$ cat src/rtl/win_tracker.sv
// Per-user and all-user best-score tracker with win LEDs held for HOLD_TICKS ms.
// Each round runs COMPARE then UPDATE; a win enters SHOW until the hold expires or a new round starts.
module win_tracker #(
   parameter int NUM_USERS  = 4,
   parameter int SCORE_W    = 5,
   parameter int HOLD_TICKS = 2000,
   localparam int ID_W      = (NUM_USERS > 1) ? $clog2(NUM_USERS) : 1,
   localparam int CNT_W     = $clog2(HOLD_TICKS + 1)
) (
   input  logic               clk,
   input  logic               rst,
   input  logic               round_done,
   input  logic [SCORE_W-1:0] round_score,
   input  logic [ID_W-1:0]    user_id,
   input  logic               logged_in,
   input  logic               tick_1ms,
   output logic               personal_win,
   output logic               global_win,
   output logic [SCORE_W-1:0] user_best,
   output logic [SCORE_W-1:0] global_best,
   output logic               busy
);

   typedef enum logic [1:0] {IDLE, COMPARE, UPDATE, SHOW} state_e;

   localparam logic [CNT_W-1:0] HOLD_LAST = CNT_W'(HOLD_TICKS - 1);

   state_e             state_q, state_d;
   logic [SCORE_W-1:0] score_q, score_d;
   logic [ID_W-1:0]    id_q, id_d;
   logic               p_hit_q, p_hit_d;
   logic               g_hit_q, g_hit_d;
   logic               pw_q, pw_d;
   logic               gw_q, gw_d;
   logic [SCORE_W-1:0] user_best_q, user_best_d;
   logic [SCORE_W-1:0] global_best_q, global_best_d;
   logic [CNT_W-1:0]   cnt_q, cnt_d;
   logic               tbl_we;
   logic [SCORE_W-1:0] tbl_rd;
   logic               capture;

   logic [SCORE_W-1:0] best_q [NUM_USERS];

   assign tbl_rd  = best_q[id_q];
   assign capture = round_done & logged_in;

   always_comb begin
      state_d       = state_q;
      score_d       = score_q;
      id_d          = id_q;
      p_hit_d       = p_hit_q;
      g_hit_d       = g_hit_q;
      pw_d          = pw_q;
      gw_d          = gw_q;
      user_best_d   = user_best_q;
      global_best_d = global_best_q;
      cnt_d         = cnt_q;
      tbl_we        = 1'b0;
      case (state_q)
         IDLE: begin
            if (capture) begin
               score_d = round_score;
               id_d    = user_id;
               state_d = COMPARE;
            end
         end
         COMPARE: begin
            p_hit_d = score_q > tbl_rd;
            g_hit_d = score_q > global_best_q;
            state_d = UPDATE;
         end
         UPDATE: begin
            tbl_we      = p_hit_q;
            user_best_d = p_hit_q ? score_q : tbl_rd;
            if (g_hit_q) global_best_d = score_q;
            pw_d    = p_hit_q;
            gw_d    = g_hit_q;
            cnt_d   = '0;
            state_d = (p_hit_q || g_hit_q) ? SHOW : IDLE;
         end
         SHOW: begin
            // A new round pre-empts the display and restarts the hold window.
            if (capture) begin
               pw_d    = 1'b0;
               gw_d    = 1'b0;
               cnt_d   = '0;
               score_d = round_score;
               id_d    = user_id;
               state_d = COMPARE;
            end else if (tick_1ms) begin
               if (cnt_q >= HOLD_LAST) begin
                  pw_d    = 1'b0;
                  gw_d    = 1'b0;
                  cnt_d   = '0;
                  state_d = IDLE;
               end else begin
                  cnt_d = cnt_q + CNT_W'(1);
               end
            end
         end
         default: state_d = IDLE;
      endcase
   end

   always_ff @(posedge clk or negedge rst) begin
      if (!rst) begin
         state_q       <= IDLE;
         score_q       <= '0;
         id_q          <= '0;
         p_hit_q       <= 1'b0;
         g_hit_q       <= 1'b0;
         pw_q          <= 1'b0;
         gw_q          <= 1'b0;
         user_best_q   <= '0;
         global_best_q <= '0;
         cnt_q         <= '0;
      end else begin
         state_q       <= state_d;
         score_q       <= score_d;
         id_q          <= id_d;
         p_hit_q       <= p_hit_d;
         g_hit_q       <= g_hit_d;
         pw_q          <= pw_d;
         gw_q          <= gw_d;
         user_best_q   <= user_best_d;
         global_best_q <= global_best_d;
         cnt_q         <= cnt_d;
      end
   end

   genvar gi;
   generate
      for (gi = 0; gi < NUM_USERS; gi++) begin : g_tbl
         always_ff @(posedge clk or negedge rst) begin
            if (!rst)
               best_q[gi] <= '0;
            else if (tbl_we && (id_q == ID_W'(gi)))
               best_q[gi] <= score_q;
         end
      end
   endgenerate

   assign personal_win = pw_q;
   assign global_win   = gw_q;
   assign user_best    = user_best_q;
   assign global_best  = global_best_q;
   assign busy         = (state_q == COMPARE) || (state_q == UPDATE);

endmodule

$ cat config.mk
export PLATFORM = sky130hd
export DESIGN_NAME = win_tracker
export DESIGN_NICKNAME = d
export VERILOG_FILES = /design/src/rtl/win_tracker.sv
export SDC_FILE = /design/constraint.sdc
export NUM_CORES = 1
export LEC_CHECK = 0
export CORE_MARGIN = 5
export CORE_UTILIZATION = 35
export DETAILED_ROUTE_END_ITERATION = 7
export GPL_ROUTABILITY_DRIVEN = 0
export PLACE_DENSITY_LB_ADDON = 0.1
export SYNTH_ARGS = -nofsm -noshare
export SYNTH_HDL_FRONTEND = slang
export SYNTH_SLANG_ARGS = --single-unit
$ cat constraint.sdc
create_clock -name clk -period 2.3 [get_ports clk]
set_clock_uncertainty 0.15 [all_clocks]
set_input_delay 0.69 -clock clk [delete_from_list [all_inputs] [get_ports clk]]
set_output_delay 0.69 -clock clk [all_outputs]
set_load 0.05 [all_outputs]
==> impl_results.md <==
* CP Launch Type: flop
* Status: completed
* Syn Area/Cell at 11.56 um2
* Vias/cell at 4.907
* Post-CTS Setup Bufs at 0
* Initial antenna violation count at 0
* Worst R2R Setup Slack at 0.17 ns
* FILL cells at 755
* Fin cells at 377
* Starting DRC count in detailed routing at 72
* Gr ovfl total at 0
* Count leader, synth: dfrtp_1
* Unrepaired setup endpoints after global routing: false
* Met3 WL at 209 um
* Slew @ Worst Pin at 0.4201 ns
* Post-synth top area share at 0.4889
* H-tree Lvls at 2
* TritonCTS clock tree: yes
* Post-Syn Area at 2764 um2
* Top_reg_cell synth: dfrtp_1
* Post-synthesis cell type count at 40
* Worst hold path class: input port to async pin
* CP required at 1.46 ns
* M1 wire length at about 2900 um
* Reg2reg end: p_hit_q
* DR WL met2 at 2604 um
* Hold_buf cts at 0
* Vias in the first global route at roughly 1900
* Gr usage total at 0.1240
* Max clock buf depth at 2
* Row Count at 32
* Detailed placer's ending HPWL at 4200 um
* Max FO, Critical Path at 5
* Die area at just under 10000 um2
* DIE HEIGHT at 98.87 um
* Vias at 1850
* Hold Vio Cnt, Final at 0
* Post-synth top area cell: dfrtp_1
* Seq cells post-synth at 54
* Post-CTS Resized at 0
* Largest net degree at the start of global routing at 55
* Pwr Density at between 1000 and 1500 nW/um2
* DRT Pass-1 Iters at 4
* WP data arrival at 1.36 ns
* Die W at 98.87 um
* Leakage at 0.001502 uW
* Root buf cell: clkbuf_8
* TritonCTS buffer count at 5
* Pre-CTS setup slack at 0.005177 ns
* WL per Instance at about 15 um
* Critical Path End Type: output port
* Max-cap viol count at 0
* Top-level I/O count at 25
* First-pass GRT wire length at 9604 um
* Final routed DRC violation total at 0
* CTS clk-pin slew, worst paths at ~0.10 ns
* Number of synthesized flops with an enable pin at 0
* FF-to-FF path depth at 8
* Placed insts at 369
* Syn Nets at roughly 270
* Layout Area Growth over Synthesis at 18.88%
* Synth top cells by count: dfrtp_1, mux2_2, nand2_1
* Clk_lat worst skew at 0.31 ns
* Gate Count Post-Synth at 239
* Setup violations, final at 0
* Worst Slack Setup Final at a little over 0.1 ns
* Nets at 302
* Port Buffer Count at 24
* Share of cells above drive strength 1 at 0.2582
* Async SR Flop Fraction at 1.000
* CP Class: flop to output port
* Seq/Total Area, Yosys at 0.4889
* Routed WL at 5759 um
* CTS Sinks at 54
* Worst VDD drop at between 300 and 400 uV
* Fin. max-slew vios at 0
* Relative max-transition margin at 0.7199
* # diodes at 0
* Max Freq at 0.4554 GHz
* R2R Path Start: id_q[0]
* Core area at 7727 um2
* Final min period at 2.196 ns
* Ys Warns at 0
* Initial Utilization at 0.3577
* Synth area leaders: dfrtp_1, mux2_2, ha_1, mux4_2, nand2_1
* Period Utilization, post-route at 0.9548
* Final ANT Viol Nets at 0
* DR top layer: met4
-- through the flow --
step                      total power, uW    TNS, ns  hold slack (ns)  instance area (um2)    util
after floorplan                      3318          0           0.2444                 2764       -
after global placement               4102  -0.004750           0.3097                 3177  0.4111
after detailed placement             4107          0           0.3222                 3177  0.4111
after CTS                            4752          0           0.2212                 3286  0.4252
after global routing                 5059          0           0.2349                 3286  0.4252
final                                4679          0           0.2063                 3286  0.4252
-- worst max-delay path, cell delays in order, from the launching register on --
cell and delay [ns]:
dfrtp_1 0.43, inv_1 0.10, ha_1 0.35, buf_12 0.16
-- logic make-up after synthesis --
group | after synthesis | share of synthesized area
buf+inv | 18 | 0.02716
fa+ha+maj | 16 | 0.07243
mux | 39 | 0.1770
xor+xnor | 3 | 0.009508
compound gates | 46 | 0.1114
simple gates | 63 | 0.1136
flops | 54 | 0.4889
-- layout make-up --
type | instances | area [um2] | area share
clock inverter | 3 | 40.04 | 0.01219
inverter | 12 | 45.04 | 0.01371
timing repair buffer | 34 | 315.3 | 0.09596
multi-input combinational | 167 | 1338 | 0.4071
tap | 102 | 127.6 | 0.03884
sequential | 54 | 1351 | 0.4113
clock buffer | 5 | 68.82 | 0.02094
-- sequential cells by signal, summed over array words and instances, names as in the netlist --
name          count
score_q           5
g_hit_q           1
global_win        1
cnt_q            11
global_best       5
id_q              2
state_q           2
best_q           20
user_best         5
p_hit_q           1
personal_win      1
-- power breakdown --
part | switching (uW) | internal [uW] | leakage, uW | total, uW
combinational | 1300 | 1100 | 0.000758 | 2400
sequential | 341 | 1310 | 0.000687 | 1650
clock | 312 | 321 | 0.0000579 | 633
total | 1950 | 2730 | 0.00150 | 4680
-- per-layer routing --
metal | track usage | up-vias
met2 | 0.1927 | 23
met5 | 0 | -
met3 | 0.02760 | 7
met1 | 0.1752 | 899
li1 | - | 921
met4 | 0.03151 | 0
-- how the worst max path moves through the flow --
stage	slack (ns)	to	start
2_1_floorplan	0.18	p_hit_q	id_q[0]
3_3_place_gp	-0.005	cnt_q[7]	round_done
3_5_place_dp	0.005	score_q[0]	logged_in
4_1_cts	0.08	busy	state_q[0]
5_1_grt	0.004	p_hit_q	id_q[0]
6_report	0.10	busy	state_q[0]
-- cells in the final DEF, fill, tap and decap left out, types with 2 or more instances in the layout --
master,count
ha_1,16
o21a_1,3
nor2_1,15
mux2i_1,5
nand3_1,4
nor2b_1,6
buf_12,3
o21ai_0,8
nand2_1,22
and3_4,2
and3_1,3
clkbuf_8,5
a31oi_1,3
a21o_1,2
a22o_1,4
nand4_1,3
clkinv_2,2
clkdlybuf4s50_1,10
buf_4,20
dfrtp_1,54
xor2_1,3
o2bb2ai_1,2
inv_1,12
mux2_1,2
a21oi_1,11
a31o_1,2
o21ai_1,5
mux2_2,27
nand4b_1,2
mux4_2,5
Note: power is estimated with default switching activity, not from simulation.
